**config.mk**
```make
export PLATFORM = sky130hd
export DESIGN_NAME = req_ack_chan
export DESIGN_NICKNAME = d
export VERILOG_FILES = /design/src/rtl/req_ack_pkg.sv /design/src/rtl/req_ack_chan.sv
export SDC_FILE = /design/constraint.sdc
export NUM_CORES = 1
export LEC_CHECK = 0
export CORE_MARGIN = 10
export CORE_UTILIZATION = 35
export DETAILED_ROUTE_END_ITERATION = 6
export GPL_ROUTABILITY_DRIVEN = 0
export PLACE_DENSITY_LB_ADDON = 0.15
export SETUP_SLACK_MARGIN = 0.1
export SLEW_MARGIN = 25
export SYNTH_ARGS = -nofsm -noshare
export SYNTH_HDL_FRONTEND = slang
export SYNTH_SLANG_ARGS = --single-unit
```
**constraint.sdc**
```tcl
create_clock -name i_clk -period 2.6 [get_ports i_clk]
set_clock_uncertainty 0.1 [all_clocks]
set_input_delay 0.26 -clock i_clk [delete_from_list [all_inputs] [get_ports i_clk]]
set_output_delay 0.26 -clock i_clk [all_outputs]
set_load 0.005 [all_outputs]
```
**src/rtl/req_ack_pkg.sv**
```systemverilog
// Shared types and constants for the request/acknowledge protocol checker.
package req_ack_pkg;

  typedef enum logic [2:0] {
    ERR_NONE    = 3'd0,
    ERR_MULTI   = 3'd1,
    ERR_UNEXP   = 3'd2,
    ERR_DATA    = 3'd3,
    ERR_OVF     = 3'd4,
    ERR_TIMEOUT = 3'd5
  } err_code_t;

  localparam logic [15:0] ERR_COUNT_MAX = 16'hFFFF;
  localparam logic [2:0]  RANK_NONE     = 3'd7;

  // Lower rank wins when several errors are found on the same edge.
  function automatic logic [2:0] err_rank(input err_code_t code);
    case (code)
      ERR_MULTI:   err_rank = 3'd0;
      ERR_UNEXP:   err_rank = 3'd1;
      ERR_DATA:    err_rank = 3'd2;
      ERR_OVF:     err_rank = 3'd3;
      ERR_TIMEOUT: err_rank = 3'd4;
      default:     err_rank = RANK_NONE;
    endcase
  endfunction

endpackage

```
**src/rtl/req_ack_chan.sv**
```systemverilog
// One monitored channel: in-order FIFO of outstanding request data, occupancy
// count, head age and one-shot timeout flag. Error flags are combinational.
module req_ack_chan
  import req_ack_pkg::*;
#(
  parameter int DW      = 32,
  parameter int MAXOUT  = 4,
  parameter int TIMEOUT = 16
) (
  input  logic          i_clk,
  input  logic          i_rst,
  input  logic          i_req,
  input  logic [DW-1:0] i_req_data,
  input  logic          i_ack,
  input  logic [DW-1:0] i_ack_data,
  output logic          o_unexp,
  output logic          o_data_err,
  output logic          o_ovf,
  output logic          o_timeout,
  output logic          o_nonempty_nxt
);

  localparam int CW = $clog2(MAXOUT + 1);
  localparam int PW = (MAXOUT > 1) ? $clog2(MAXOUT) : 1;
  localparam int AW = $clog2(TIMEOUT + 1);

  localparam logic [CW-1:0] CNT_FULL = CW'(MAXOUT);
  localparam logic [PW-1:0] PTR_LAST = PW'(MAXOUT - 1);
  localparam logic [AW-1:0] AGE_MAX  = AW'(TIMEOUT);
  localparam logic [AW-1:0] AGE_TRIP = AW'(TIMEOUT - 1);

  logic [DW-1:0] r_mem [MAXOUT];
  logic [PW-1:0] r_wr_ptr;
  logic [PW-1:0] r_rd_ptr;
  logic [CW-1:0] r_cnt;
  logic [AW-1:0] r_age;
  logic          r_to_flag;

  logic          w_empty;
  logic          w_full;
  logic          w_push;
  logic          w_pop;
  logic          w_cmp_en;
  logic [DW-1:0] w_cmp_data;
  logic [CW-1:0] w_cnt_nxt;

  function automatic logic [PW-1:0] ptr_inc(input logic [PW-1:0] p);
    return (p == PTR_LAST) ? '0 : p + 1'b1;
  endfunction

  assign w_empty = (r_cnt == '0);
  assign w_full  = (r_cnt == CNT_FULL);

  always_comb begin
    w_push     = 1'b0;
    w_pop      = 1'b0;
    w_cmp_en   = 1'b0;
    w_cmp_data = i_req_data;
    o_unexp    = 1'b0;
    o_ovf      = 1'b0;
    if (i_req && i_ack) begin
      w_cmp_en = 1'b1;
      if (!w_empty) begin
        // Pop and push together keep the count, so this is legal even when full.
        w_cmp_data = r_mem[r_rd_ptr];
        w_pop      = 1'b1;
        w_push     = 1'b1;
      end
    end else if (i_ack) begin
      if (w_empty) begin
        o_unexp = 1'b1;
      end else begin
        w_cmp_en   = 1'b1;
        w_cmp_data = r_mem[r_rd_ptr];
        w_pop      = 1'b1;
      end
    end else if (i_req) begin
      if (w_full) o_ovf  = 1'b1;
      else        w_push = 1'b1;
    end
  end

  assign o_data_err = w_cmp_en && (w_cmp_data != i_ack_data);
  assign o_timeout  = !w_empty && (r_age == AGE_TRIP) && !r_to_flag;

  always_comb begin
    w_cnt_nxt = r_cnt;
    if (w_push && !w_pop)      w_cnt_nxt = r_cnt + 1'b1;
    else if (w_pop && !w_push) w_cnt_nxt = r_cnt - 1'b1;
  end

  assign o_nonempty_nxt = (w_cnt_nxt != '0);

  always_ff @(posedge i_clk) begin
    if (w_push) r_mem[r_wr_ptr] <= i_req_data;
  end

  always_ff @(posedge i_clk or posedge i_rst) begin
    if (i_rst) begin
      r_wr_ptr  <= '0;
      r_rd_ptr  <= '0;
      r_cnt     <= '0;
      r_age     <= '0;
      r_to_flag <= 1'b0;
    end else begin
      r_cnt <= w_cnt_nxt;
      if (w_push) r_wr_ptr <= ptr_inc(r_wr_ptr);
      if (w_pop)  r_rd_ptr <= ptr_inc(r_rd_ptr);
      // A new head restarts its age; otherwise the head keeps ageing.
      if (w_pop || (w_empty && w_push)) begin
        r_age     <= '0;
        r_to_flag <= 1'b0;
      end else if (!w_empty) begin
        if (r_age != AGE_MAX) r_age <= r_age + 1'b1;
        if (o_timeout)        r_to_flag <= 1'b1;
      end
    end
  end

endmodule

```
Yosys cells after proc, flatten, opt, wreduce, memory -nomap -nowiden
Memories as Yosys holds them, arrays and structs flattened.
Cells that the tools add are included.
{ "word_totals": {"register_bits": 13, "ram_bits": 128, "in_bits": 68, "output_inout_bits": 5, "elab_cells": 66, "n_memories": 1} }
{ "op_classes": {"n_addsub": 5, "n_eq_ne": 7, "n_mux": 30, "reduce_logical": 18} }
{ "memory_table": {"columns": ["name", "depth", "width", "rd", "rd_ports_with_merged_regs", "write_ports", "line", "rtl"], "rows": [
  ["r_mem", 4, 32, 1, 0, 1, "req_ack_chan.sv:32", "logic [DW-1:0] r_mem [MAXOUT];"]
]} }
{ "ops": {"columns": ["op", "n"], "rows": [
  ["$mux 32", 3],
  ["$ne 32x32->1", 1],
  ["$mux 1", 20],
  ["$mux 5", 3],
  ["$logic_and 1x1->1", 7],
  ["$mux 3", 2],
  ["$add 5x1->5 const B", 1],
  ["$eq 5x4->1 const B", 1],
  ["$ne 5x5->1 const B", 1],
  ["$add 2x1->2 const B", 2],
  ["$eq 2x2->1 const B", 2],
  ["$logic_not 1->1", 4],
  ["$mux 2", 2],
  ["$reduce_and 2->1", 2],
  ["$reduce_bool 2->1", 2],
  ["$add 3x1->3 const B", 1],
  ["$eq 3x3->1 const B", 1],
  ["$logic_not 3->1", 1],
  ["$reduce_bool 3->1", 1],
  ["$sub 3x1->3 const B", 1],
  ["$ne 2x1->1 const B", 1],
  ["$logic_or 1x1->1", 1]
]} }

Logic depth before layout (Yosys ltp)
{ "depth": {"ltp_word": 10, "mapped_depth": 11, "ltp_nobuf": 9} }

Worst setup path before layout
Ideal clock, no wire load.
{ "synth_timing": {"kind": "register to output", "start": "reg r_cnt[0]", "end": "out o_data_err", "arrival_ns": 2.086, "t_required_ns": 2.240, "slack_ns": 0.154, "stages_incl_launch_ff": 12, "path_buffers": 2, "cell_sequence": "dfrtp_1 > inv_1 > ha_1 > nand2b_1 > buf_4 > nand2_4 > buf_4 > mux2i_1 > xor2_1 > nand4_1 > nor4_1 > a21oi_1"} }
{ "synth_via": {"elab_chain_len": 6, "elab_cells_between_ends": 9, "cone_classes": "eq/ne: 1; mux: 6; reduce/logical: 2"} }
{ "synth_lines": {"columns": ["element", "line", "rtl"], "rows": [
  ["start, declared", "req_ack_chan.sv:35", "logic [CW-1:0] r_cnt;"],
  ["start signal, assigned", "req_ack_chan.sv:106", "r_cnt <= w_cnt_nxt;"],
  ["$logic_not 3->1 *", "req_ack_chan.sv:51", "assign w_empty = (r_cnt == '0);"],
  ["$mux 32", "req_ack_chan.sv:63, req_ack_chan.sv:70", null],
  ["$mux 32", "req_ack_chan.sv:69", "end else if (i_ack) begin"],
  ["$mux 32", "req_ack_chan.sv:61", "if (i_req && i_ack) begin"],
  ["$ne 32x32->1", "req_ack_chan.sv:83", "assign o_data_err = w_cmp_en && (w_cmp_data != i_ack_data);"],
  ["$logic_and 1x1->1 *", "req_ack_chan.sv:83", null],
  ["end, declared", "req_ack_chan.sv:17", "output logic o_data_err,"]
]} }
Every way passes the cells marked *; elsewhere a longest branch is shown, timed or not.

Worst setup path in the final report
{ "layout_timing": {"start": "reg r_rd_ptr[0]", "end": "out o_data_err"} }
{ "layout_via": {"elab_chain_len": 6} }
{ "layout_lines": {"columns": ["element", "line", "rtl"], "rows": [
  ["start, declared", "req_ack_chan.sv:34", "logic [PW-1:0] r_rd_ptr;"],
  ["start signal, assigned", "req_ack_chan.sv:108", "if (w_pop) r_rd_ptr <= ptr_inc(r_rd_ptr);"],
  ["$mem_v2 4x32 *", null, null],
  ["$mux 32 *", "req_ack_chan.sv:63, req_ack_chan.sv:70", null],
  ["$mux 32", "req_ack_chan.sv:69", null],
  ["$mux 32 *", "req_ack_chan.sv:61", null],
  ["$ne 32x32->1 *", "req_ack_chan.sv:83", null],
  ["$logic_and 1x1->1 *", "req_ack_chan.sv:83", null]
]} }
Marked as above.

==> run_results.csv <==
group,metric,value,unit
outcome,outcome,"finished, violations left",
outcome,violations,"setup timing",
timing,period_needed,3.17,ns
setup_path,crit_path_start_kind,"flip-flop",
clock_network,h-tree-depth,4,
floorplan,initial_core_util,0.359,
drt,dr.pass1.iters,4,
drt,drt-total-wl,14.2,mm
floorplan,rows,48,
synth,syn_inst,348,
pwr,leakage,0.00319,uW
clock_network,cts.clk_slew.worst_paths,0.06,ns
layout,layout_common_cells,"edfxtp_1, clkdlybuf4s50_1, buf_4",
setup_path,crit_start,"r_rd_ptr[0]$_DFFE_PP0P_",
setup_path,cp_data_arrival_time,2.81,ns
timing,min_period_over_period,1.22,
pwr,netSwitchingFraction,0.275,
pwr,p_per_area,1030,nW/um^2
drt,drt_iter0_drc,205,
layout,final_common_cell,"edfxtp_1",
timing,setup-violations-final,1,
synth,synth_nets,427,
synth,yosysUniqueCellTypes,39,
drt,detail_route.wl_per_cell,19.3,um
setup_path,cp.required,2.24,ns
drt,antenna_left,0,
pwr,seqPwrFrac,0.354,
pwr,clockPowerShare,0.273,
global_route,grt_pass1_wl,22.4,mm
global_route,grt_usage,0.124,
layout,final_net_count,581,
clock_network,clk_path_buf_depth,2,
synth,synth-seq-cells,141,
floorplan,core_area,17400,sq um
synth,synth_top_cell_area_share,0.617,
synth,netlist_area,6230,sq um
timing,rsz0062_at_grt,"true",
layout,area_growth,37.7,%
clock_network,cts_hold_buf,0,
synth,synth.largest_area_cell,"edfxtp_1",
clock_network,cts_root_buffer,"clkbuf_16",
drt,vias,3561,
setup_path,reg2reg_from,"r_cnt[1]$_DFF_PP0_",
pwr,irDropWorstVdd,497,uV
min_path,hold_path_class,"input pin to asynchronous set/reset pin",
global_route,antenna_found_initial,0,
timing,max_freq,315,MHz
synth,syn-mean-instance-area,17.9,sq um
setup_path,cp_cell_sequence,"buf_12 -> buf_4 -> buf_4 -> mux4_2 -> mux2i_1 -> xor2_1 -> nand4_1 -> nor4_2 -> buf_4 -> a21oi_2 -> buf_2",
clock_network,cts_tree,"built",
setup_path,critPathCaptureType,"primary output",
pwr,internal_power,6390,uW
clock_network,clk_latency,0.41,ns
setup_path,max_stage_delay,0.47,ns
timing,worst_hold_slack,0.0988,ns
synth,synth_warnings,0,
place,place_hpwl,9.44,mm
global_route,grt_pass1_vias,3915,
setup_path,path_class,"flip-flop to primary output",
layout,design_area,8580,sq um
setup_path,crit_slowest_cell,"mux4_2",
synth,ys.flop_type,"edfxtp_1",
setup_path,crit_path_max_fanout,4,
floorplan,fp.dieH,153,um
layout,n_antenna_cell,0,
timing,final.setup.worst_slack,-0.573,ns
job,cap_violations,0,
timing,slew_viol_final,0,
global_route,overflow,0,
place,port-buffer-count,72,
drt,drc,0,
synth,synth_edf_count,128,
place,place_area,7650,sq um
setup_path,cp_common_cell,"buf_4",
clock_network,numCtsBuffers,17,
layout,drive_gt1_frac,0.290,
synth,ys_top_cells_by_area,"edfxtp_1, mux4_2, dfrtp_1",
timing,hold_viol,0,
drt,viasPerCell,4.83,
timing,slew_headroom,0.622,
clock_network,clock-sinks,141,
global_route,grt_start_max_net_pins,33,
floorplan,ios,73,
floorplan,die_area,23500,sq um
pwr,power_switching,2430,uW
synth,synthArstFlopShare,0.0922,
floorplan,die_x,153,um
synth,ys_seq_area_frac,0.669,
pwr,power_frac_comb,0.373,
timing,worstMarginPinSlew,0.567,ns
[layer usage]
| layer | global-route usage | wire length (um) |
|---|---|---|
| met2 | 0.204 | 7110 |
| met5 | 0 | 0 |
| met3 | 0.0340 | 471 |
| met4 | 0.0508 | 312 |
| met1 | 0.151 | 6350 |
[path summary, 6_finish.rpt]
kind	slack, ns	endpoint	cells after the start
hold reg to reg	0.40	r_to_flag$_DFFE_PP0P_	2
setup reg to reg	0.33	r_age[1]$_DFFE_PP0P_	13
max in group asynchronous	1.90	r_rd_ptr[0]$_DFFE_PP0P_	2
setup / recovery	-0.57	o_data_err	11
hold / removal	0.1	r_cnt[1]$_DFF_PP0_	2
min in group i_clk	0.40	r_to_flag$_DFFE_PP0P_	2
[cell type report]
cell class	instances	area [sq um]
Tap cell	225	282
Sequential cell	141	4170
Clock inverter	11	150
Clock buffer	19	433
Timing Repair Buffer	149	1520
Inverter	8	30.0
Fill cell	1443	8780
Multi-Input combinational cell	185	1990
[timing repair]
action                     in CTS  in global routing
pin swaps                      11                  9
buffers inserted               15                  9
setup endpoints to repair       2                  5
resized for setup              31                 13
cloned                          2                  0
[registers in the layout (all words and copies together) (netlist names)]
register	flops
r_age	5
r_cnt	3
r_mem	128
r_rd_ptr	2
r_to_flag	1
r_wr_ptr	2
[power groups by stage]
| stage | logic [uW] | clock network (uW) | registers (uW) |
|---|---|---|---|
| 2_1_floorplan | 1800 | 0 | 3120 |
| 3_3_place_gp | 2760 | 0 | 3140 |
| 3_5_place_dp | 2790 | 0 | 3160 |
| 4_1_cts | 3180 | 2470 | 3130 |
| 5_1_grt | 3600 | 2570 | 3170 |
| 6_report | 3290 | 2410 | 3130 |
[cells by family (layout without fill, tap and decap cells)]
kind of cell    after synthesis  after routing  synth area share
compound gates               23             23            0.0227
mux                          65             65             0.171
xor+xnor                     36             36            0.0506
fa+ha+maj                    11             11            0.0221
simple gates                 50             50            0.0426
flops                       141            141             0.669
buf+inv                      22            187            0.0217
[worst max-delay path: cells and delay by family, from the launching register on]
kind / cells / cell delay [ns]
multiplexers: 2 / 0.64
XOR/XNOR: 1 / 0.17
AND/OR/NAND/NOR: 2 / 0.40
AO/OA/AOI/OAI: 1 / 0.06
buffers and inverters: 5 / 0.68
flip-flops: 1 / 0.46
[cells in the mapped netlist, drive strengths merged (4+ instances only)]
| master | instances |
|---|---|
| and2 | 4 |
| o21ai | 7 |
| buf | 11 |
| edfxtp | 128 |
| mux2i | 32 |
| xor2 | 35 |
| dfrtp | 13 |
| nor2 | 10 |
| mux4 | 32 |
| nand4 | 8 |
| a21oi | 7 |
| ha | 11 |
| inv | 8 |
| nand2 | 10 |
[metrics by stage]
step / util / TNS, ns / instances / total power, uW / setup WS [ns]
2_1_floorplan: - / 0 / 348 / 4920 / 0.154
3_3_place_gp: 0.441 / -0.607 / 682 / 5910 / -0.489
3_5_place_dp: 0.441 / -0.695 / 682 / 5950 / -0.542
4_1_cts: 0.488 / -0.694 / 729 / 8780 / -0.682
5_1_grt: 0.494 / -0.820 / 738 / 9340 / -0.761
6_report: 0.494 / -0.573 / 738 / 8820 / -0.573
No activity file was read; power rests on OpenSTA's default activity.
